$ cat src/rtl/adc_sample_app_ui_mc.sv
// adc_sample_app_ui_mc: multi-channel ADC register file with channel gating,
// sticky W1C event flags and a maskable, registered interrupt.
module adc_sample_app_ui_mc #(
    parameter int                          NUM_CH           = 4,
    parameter int                          MM_ADDR_WIDTH    = 32,
    parameter int                          S_AXI_DATA_WIDTH = 32,
    parameter int                          S_AXI_ADDR_WIDTH = 16,
    parameter logic [S_AXI_ADDR_WIDTH-1:0] CH_BASE          = 16'h0100,
    parameter logic [S_AXI_ADDR_WIDTH-1:0] CH_STRIDE        = 16'h0020,
    parameter logic [31:0]                 IP_ID            = 32'h41444301
) (
    input  logic                            clk,
    input  logic                            rst,
    input  logic                            app_axi_rreq,
    output logic                            app_axi_rack,
    input  logic [S_AXI_ADDR_WIDTH-1:0]     app_axi_raddr,
    output logic [S_AXI_DATA_WIDTH-1:0]     app_axi_rdata,
    input  logic                            app_axi_wreq,
    output logic                            app_axi_wack,
    input  logic [S_AXI_ADDR_WIDTH-1:0]     app_axi_waddr,
    input  logic [S_AXI_DATA_WIDTH-1:0]     app_axi_wdata,
    output logic [NUM_CH-1:0]               sample_start,
    output logic [NUM_CH-1:0]               sample_trig,
    output logic [NUM_CH-1:0]               update_config,
    input  logic [NUM_CH-1:0]               sample_busy,
    input  logic [NUM_CH-1:0]               sample_done,
    input  logic [NUM_CH-1:0]               sample_err,
    output logic [NUM_CH-1:0]               move_en,
    input  logic [NUM_CH-1:0]               move_busy,
    input  logic [NUM_CH-1:0]               move_done,
    input  logic [NUM_CH-1:0]               move_err,
    input  logic [NUM_CH*MM_ADDR_WIDTH-1:0] move_addr,
    input  logic [NUM_CH*MM_ADDR_WIDTH-1:0] rec_trig_addr,
    input  logic [NUM_CH*MM_ADDR_WIDTH-1:0] rec_start_addr,
    input  logic [NUM_CH*MM_ADDR_WIDTH-1:0] rec_end_addr,
    output logic                            irq
);
    localparam int AW = S_AXI_ADDR_WIDTH;
    localparam int DW = S_AXI_DATA_WIDTH;
    localparam int MW = MM_ADDR_WIDTH;

    function automatic logic [AW-1:0] reg_addr(input int c, input logic [AW-1:0] off);
        return CH_BASE + AW'(c) * CH_STRIDE + off;
    endfunction

    logic                   rack_q, wack_q, irq_q;
    logic [DW-1:0]          rdata_q, rd;
    logic [AW-1:0]          ra, wa;
    logic [3:0]             wlo;
    logic [NUM_CH-1:0]      ch_en_q, ch_en_d, irq_mask_q, irq_mask_d;
    logic [NUM_CH-1:0]      start_q, start_d, trig_q, trig_d, upd_q, upd_d;
    logic [NUM_CH-1:0]      move_en_q, move_en_d, move_set, irq_status;
    logic [NUM_CH-1:0][3:0] sticky_q, sticky_d, hist_q, ev, w1c;

    // Read decode; bits [1:0] of the address are don't-care.
    always_comb begin
        ra = app_axi_raddr & ~AW'(3);
        irq_status = '0;
        for (int c = 0; c < NUM_CH; c++) irq_status[c] = |sticky_q[c];
        rd = '0;
        if (ra == AW'('h00)) rd = DW'(IP_ID);
        if (ra == AW'('h04)) rd = DW'(ch_en_q);
        if (ra == AW'('h08)) rd = DW'(irq_status);
        if (ra == AW'('h0C)) rd = DW'(irq_mask_q);
        for (int c = 0; c < NUM_CH; c++) begin
            if (ra == reg_addr(c, AW'('h00))) rd = DW'({move_en_q[c], 3'b000});
            if (ra == reg_addr(c, AW'('h04))) rd = DW'({move_err[c], move_done[c], move_busy[c],
                                                          sample_err[c], sample_done[c], sample_busy[c]});
            if (ra == reg_addr(c, AW'('h08))) rd = DW'(sticky_q[c]);
            if (ra == reg_addr(c, AW'('h0C))) rd = DW'(move_addr[c*MW +: MW]);
            if (ra == reg_addr(c, AW'('h10))) rd = DW'(rec_trig_addr[c*MW +: MW]);
            if (ra == reg_addr(c, AW'('h14))) rd = DW'(rec_start_addr[c*MW +: MW]);
            if (ra == reg_addr(c, AW'('h18))) rd = DW'(rec_end_addr[c*MW +: MW]);
        end
    end

    // Write decode; pulses use the current CH_EN, move_en follows the next CH_EN.
    always_comb begin
        wa = app_axi_waddr & ~AW'(3);
        wlo = 4'(app_axi_wdata);
        ch_en_d = ch_en_q;
        irq_mask_d = irq_mask_q;
        start_d = '0;
        trig_d = '0;
        upd_d = '0;
        move_set = move_en_q;
        w1c = '0;
        if (app_axi_wreq) begin
            if (wa == AW'('h04)) ch_en_d = NUM_CH'(app_axi_wdata);
            if (wa == AW'('h0C)) irq_mask_d = NUM_CH'(app_axi_wdata);
            for (int c = 0; c < NUM_CH; c++) begin
                if (wa == reg_addr(c, AW'('h00))) begin
                    start_d[c] = wlo[0] & ch_en_q[c];
                    trig_d[c] = wlo[1] & ch_en_q[c];
                    upd_d[c] = wlo[2] & ch_en_q[c];
                    move_set[c] = wlo[3];
                end
                if (wa == reg_addr(c, AW'('h08))) w1c[c] = wlo;
            end
        end
        move_en_d = move_set & ch_en_d;
    end

    // Sticky events: a rising edge sets the flag and wins over a same-cycle W1C.
    always_comb begin
        ev = '0;
        sticky_d = sticky_q;
        for (int c = 0; c < NUM_CH; c++) begin
            ev[c] = {move_err[c], move_done[c], sample_err[c], sample_done[c]};
            sticky_d[c] = (sticky_q[c] & ~w1c[c]) | (ev[c] & ~hist_q[c]);
        end
    end

    always_ff @(posedge clk or posedge rst) begin
        if (rst) begin
            rack_q     <= 1'b0;
            wack_q     <= 1'b0;
            irq_q      <= 1'b0;
            rdata_q    <= '0;
            ch_en_q    <= '0;
            irq_mask_q <= '0;
            start_q    <= '0;
            trig_q     <= '0;
            upd_q      <= '0;
            move_en_q  <= '0;
            sticky_q   <= '0;
            hist_q     <= '0;
        end else begin
            rack_q     <= app_axi_rreq;
            wack_q     <= app_axi_wreq;
            irq_q      <= |(irq_status & irq_mask_q);
            rdata_q    <= app_axi_rreq ? rd : rdata_q;
            ch_en_q    <= ch_en_d;
            irq_mask_q <= irq_mask_d;
            start_q    <= start_d;
            trig_q     <= trig_d;
            upd_q      <= upd_d;
            move_en_q  <= move_en_d;
            sticky_q   <= sticky_d;
            hist_q     <= ev;
        end
    end

    assign app_axi_rack  = rack_q;
    assign app_axi_rdata = rdata_q;
    assign app_axi_wack  = wack_q;
    assign sample_start  = start_q;
    assign sample_trig   = trig_q;
    assign update_config = upd_q;
    assign move_en       = move_en_q;
    assign irq           = irq_q;
endmodule
$ cat config.mk
export PLATFORM = sky130hd
export DESIGN_NAME = adc_sample_app_ui_mc
export DESIGN_NICKNAME = d
export VERILOG_FILES = /design/src/rtl/adc_sample_app_ui_mc.sv
export SDC_FILE = /design/constraint.sdc
export NUM_CORES = 1
export LEC_CHECK = 0
export BUFFER_PORTS_ARGS = -buffer_cell sky130_fd_sc_hd__buf_2
export CORE_AREA = 2 2 256 258
export CTS_BUF_LIST = sky130_fd_sc_hd__clkbuf_8
export CTS_CLUSTER_DIAMETER = 80
export CTS_CLUSTER_SIZE = 25
export DETAILED_ROUTE_END_ITERATION = 6
export DIE_AREA = 0 0 258 260
export SYNTH_ARGS = -nofsm -noshare
export SYNTH_HDL_FRONTEND = slang
export SYNTH_SLANG_ARGS = --single-unit
export TNS_END_PERCENT = 5
$ cat constraint.sdc
create_clock -name clk -period 2.8 [get_ports clk]
set_clock_uncertainty 0.15 [all_clocks]
set_input_delay 0.14 -clock clk [delete_from_list [all_inputs] [get_ports clk]]
set_output_delay 0.14 -clock clk [all_outputs]
set_load 0.02 [all_outputs]
Word-level counts from Yosys, hierarchy flattened. Cells that the tools add are included.

Equal/unequal tests: 41. Multiplexer cells: 59. Bitwise gates (word level): 34. Reductions and logical operators: 7.

Operators by type and width (count): 32-bit two-way mux (29); 14-bit by 7-bit == test with 1-bit output (second input constant) (36); 31-bit two-way mux (3); 14-bit by 2-bit == test with 1-bit output (second input constant) (3); 4-bit bitwise AND (10); 4-bit two-way mux (10); 4-bit NOT (8); 14-bit by 1-bit == test with 1-bit output (second input constant) (2); 4-bit OR reduction (5); 16-bit logical NOT (1); 1-bit two-way mux (16); 16-bit two-way mux (1); 4-bit OR (4); 1-bit bitwise AND (12); 2-bit AND reduction (1).

Register bits: 91. Input port bits: 604. Output and inout port bits: 51.

Logic depth before layout (Yosys ltp).
Depth in word-level cells: 33. Gate-level depth with buffers: 11.

Worst setup path before layout. No wires, ideal clock.

Path kind: input-to-reg. Start: input app_axi_raddr[11]. End: register rdata_q[0] (netlist: app_axi_rdata[0]). Data arrival time: 1.996 ns. Data required time: 2.531 ns. Setup slack: 0.535 ns. Cell stages on the path: 8. Buffers on the path: 1. Cell sequence: or4_1 buf_4 nor4_4 mux2i_1 o221ai_1 a21oi_1 a211oi_1 o21a_1.

Word-level cells in the longest chain between the ends: 33.

RTL lines: from (decl) (RTL line 16) `input logic [S_AXI_ADDR_WIDTH-1:0] app_axi_raddr,`; 16-bit logical NOT (RTL line 61) `if (ra == AW'('h00)) rd = DW'(IP_ID);`; 31-bit two-way mux (RTL line 61); 31-bit two-way mux (RTL line 62) `if (ra == AW'('h04)) rd = DW'(ch_en_q);`; 31-bit two-way mux (RTL line 63) `if (ra == AW'('h08)) rd = DW'(irq_status);`; 32-bit two-way mux (RTL line 64) `if (ra == AW'('h0C)) rd = DW'(irq_mask_q);`; 32-bit two-way mux (RTL line 66) `if (ra == reg_addr(c, AW'('h00))) rd = DW'({move_en_q[c], 3'b000});`; 32-bit two-way mux (RTL line 67) `if (ra == reg_addr(c, AW'('h04))) rd = DW'({move_err[c], move_done[c], move_busy[c],`; 32-bit two-way mux (RTL line 69) `if (ra == reg_addr(c, AW'('h08))) rd = DW'(sticky_q[c]);`; (+17 left out); 32-bit two-way mux (RTL line 73) `if (ra == reg_addr(c, AW'('h18))) rd = DW'(rec_end_addr[c*MW +: MW]);`; 32-bit two-way mux (RTL line 66); 32-bit two-way mux (RTL line 67); 32-bit two-way mux (RTL line 69); 32-bit two-way mux (RTL line 70) `if (ra == reg_addr(c, AW'('h0C))) rd = DW'(move_addr[c*MW +: MW]);`; 32-bit two-way mux (RTL line 71) `if (ra == reg_addr(c, AW'('h10))) rd = DW'(rec_trig_addr[c*MW +: MW]);`; 32-bit two-way mux (RTL line 72) `if (ra == reg_addr(c, AW'('h14))) rd = DW'(rec_start_addr[c*MW +: MW]);`; 32-bit two-way mux * (RTL line 73); to (signal assigned) (RTL line 132) `rdata_q <= app_axi_rreq ? rd : rdata_q;`; to (decl) (RTL line 47) `logic [DW-1:0] rdata_q, rd;`.

Mark *: on every way between the ends. The rest lies on a longest branch, timed or not. A chain may end at the register's enable or synchronous reset.

Worst setup path after layout.
Start: input app_axi_raddr[6]. End: register rdata_q[6] (netlist: app_axi_rdata[6]).

Word-level cells in the longest chain between the ends: 32.

RTL lines (RTL line): 14-bit by 1-bit == test with 1-bit output (62); 31-bit two-way mux (62); 31-bit two-way mux (63); 32-bit two-way mux (64); 32-bit two-way mux (66); 32-bit two-way mux (67); 32-bit two-way mux (69); 32-bit two-way mux (70); (+16 left out); 32-bit two-way mux (73); 32-bit two-way mux (66); 32-bit two-way mux (67); 32-bit two-way mux (69); 32-bit two-way mux (70); 32-bit two-way mux (71); 32-bit two-way mux (72); 32-bit two-way mux * (73).

Marks and branches as above.

==> impl_metrics.csv <==
group,metric,value,unit
setup_path,end_kind,"flip-flop",
clocking,clk_path_buf_depth,2,
run_status,outcome,"complete, but fails checks",
cells_and_area,final_common_cell,"buf_2",
yosys,synthArstFlopShare,1.00,
routing,drt_pass1_iterations,7,
worst_hold_path,hold_path.class,"primary input to flip-flop",
die,die_y,260,um
global_route,gr-usage-all-layers,0.223,
global_route,grt_pass1_wl,106,mm
job,maxCapViolCount,0,
setup_path,cp.required,3020,ps
power,finalPower,3.62,mW
setup_path,cp_max_fo,19,
placement,placed_cell_area,14600,um2
yosys,ys_ff_latch,91,
yosys,avgSynthCellArea,7.30,um2
placement,port_buffers,622,
routing,via_per_inst,4.98,
placement,dp_slack,-212,ps
global_route,grt_pass1_vias,15100,
clocking,cts_root_buf,"clkbuf_8",
setup_path,cp_data_arrival_time,2980,ps
timing,tightest_slew,1080,ps
timing,fin_ws,35.4,ps
clocking,cts.sinks,91,
die,core_area,64100,um2
timing,fin_crit_sh,0.987,
clocking,clk_latency,450,ps
yosys,synthesis.nets,1822,
global_route,busiest_layer,"met2",
global_route,grtUsageMet3,0.0780,
die,die_area,67100,um2
global_route,overflow,0,
timing,setup_viol,0,
yosys,synth_edf_count,0,
placement,dp_hpwl,63.9,mm
die,core.rowCount,93,
clocking,htreeDepth,3,
timing,finalMaxSlewViolations,0,
die,start_util,0.139,
routing,drt_wl_total,78.5,mm
global_route,grt_util_met2,0.368,
yosys,syn_inst,1218,
timing,post-route-min-period,2760,ps
routing,route.detailed.drc,14,
die,die_w,258,um
power,ir_drop,178,uV
timing,relSlewSlack,0.280,
yosys,ys.flop_type,"dfrtp_1",
routing,routedWlPerCell,25.8,um
cells_and_area,nets,2761,
clocking,numCtsBuffers,9,
global_route,antenna_found_initial,39,
timing,finalHoldViolCount,0,
power,power_leakage,7.55,nW
cells_and_area,area_growth,92.2,%
routing,drt_iter0_drc,1847,
setup_path,worstSetupPathType,"primary input to flip-flop",
yosys,synth-seq-area-share,0.256,
cells_and_area,fillers,7011,
yosys,ys_types,70,
yosys,yosysWarnings,0,
die,ios,655,
cells_and_area,utilization,0.267,
yosys,synth_area,8900,um2
clocking,clkTransAtPathRegs,120,ps
routing,vias,15100,
cells_and_area,layout_common_cells,"buf_2 (622), dlygate4sd3_1 (220), buf_4 (150)",
setup_path,cp-start-kind,"primary input",
run_status,violations,"design-rule violations",
placement,place_congestion,0.954,
routing,drtAntennaViolNets,0,
timing,fmax,362,MHz
global_route,grt_max_degree,54,
clocking,cts_tree,"built",
cells_and_area,design_area,17100,um2
timing,rsz0062_at_grt,"yes",
power,power_density,211,nW/um2
cells_and_area,drive_gt1_frac,0.410,
global_route,use_met1,0.262,
power breakdown:
group | internal (mW) | switching (mW)
registers | 1.34 | 0.0111
logic | 0.643 | 0.601
clock network | 0.362 | 0.660
total | 2.34 | 1.27
layer usage:
layer	share of wire	wire length (um)
met1	0.38	29800
met4	0.041	3250
met3	0.11	8990
met2	0.46	36300
met5	0.0021	161
registers in the layout, indices dropped and copies added, names as in the netlist:
name and count:
app_axi_rdata 32, hist_q 16, sticky_q 16, ch_en_q 4
irq_mask_q 4, move_en 4, sample_start 4, sample_trig 4
update_config 4, app_axi_rack 1, app_axi_wack 1, irq 1
Yosys cell counts, types with 4 or more instances:
master,number,share of area
and3_1,9,0.0063
a21o_1,17,0.014
nor4_1,4,0.0028
and2_1,11,0.0077
or2_2,5,0.0035
a22oi_1,60,0.051
a31oi_1,11,0.0077
mux2_2,29,0.037
a21oi_1,146,0.082
a211oi_1,28,0.024
nor2_1,112,0.047
a221oi_1,20,0.020
o21ai_1,13,0.0073
o21ai_0,142,0.080
nor4_2,4,0.0056
or3_1,5,0.0035
a211o_1,6,0.0059
nor2b_1,5,0.0035
nand2_1,109,0.046
mux2i_1,20,0.023
buf_2,22,0.012
clkbuf_1,73,0.031
or4_1,5,0.0042
o22ai_1,20,0.014
o211ai_1,19,0.016
nand3_1,26,0.015
nor4bb_1,4,0.0045
nand4b_1,4,0.0039
a221o_1,19,0.021
o221ai_1,26,0.026
nor3_1,31,0.017
nor3b_1,6,0.0051
dfrtp_1,91,0.26
o21a_1,9,0.0076
o32ai_1,4,0.0039
nand4_1,16,0.011
nand2b_1,14,0.0098
inv_1,20,0.0084
what timing repair did:
item,CTS,global route
setup endpoints to repair,0,24
setup buffers,0,0
hold endpoints to repair,177,0
resized for setup,0,17
hold buffers,220,0
worst max-delay path: stages:
cell           delay, ps
buf_2                160
nor4bb_1             630
nand3_1              230
buf_4                210
nor2_4               150
buf_6                230
nand2_1              140
a21oi_1              210
dlygate4sd3_1        580
a21oi_1               70
o21ai_1              190
stage by stage:
stage | hold slack, ps | setup TNS [ps] | std cells
3_3_place_gp | -5.31 | -1990 | 2781
3_5_place_dp | -7.83 | -965 | 2781
2_1_floorplan | 21.4 | 0 | 1218
5_1_grt | 36.3 | -52.0 | 3027
6_report | 15.8 | 0 | 3043
4_1_cts | 2.13 | 0 | 3017
path summary, 6_finish.rpt:
path                                   from  slack (ps)  cells after the start                end
setup / recovery           app_axi_raddr[6]          40                     11   app_axi_rdata[6]
hold / removal             rec_end_addr[87]          20                      4  app_axi_rdata[23]
setup reg to reg                sticky_q[7]         420                      7   app_axi_rdata[1]
hold reg to reg                   hist_q[7]         270                      1        sticky_q[7]
max in group asynchronous               rst        1700                      4   app_axi_rdata[6]
min in group asynchronous               rst          60                      3  app_axi_rdata[26]
logic make-up (layout without fill, tap and decap cells):
family	after synthesis	count (layout)	share of synthesized area
compound gates	568	568	0.408
simple gates	387	387	0.218
buf+inv	122	1066	0.0558
flops	91	91	0.256
mux	50	50	0.0617
other cells	0	26	0
area by class of cell:
type | instances | area (um2) | area share
timing repair buffer | 1029 | 7140 | 0.418
multi-input combinational | 1005 | 6270 | 0.367
sequential | 91 | 2280 | 0.133
tap | 855 | 1070 | 0.0626
inverter | 21 | 81.3 | 0.00476
clock buffer | 10 | 138 | 0.00805
antenna | 26 | 65.1 | 0.00381
clock inverter | 6 | 57.6 | 0.00337
Note: power is estimated with default switching activity, not from simulation.
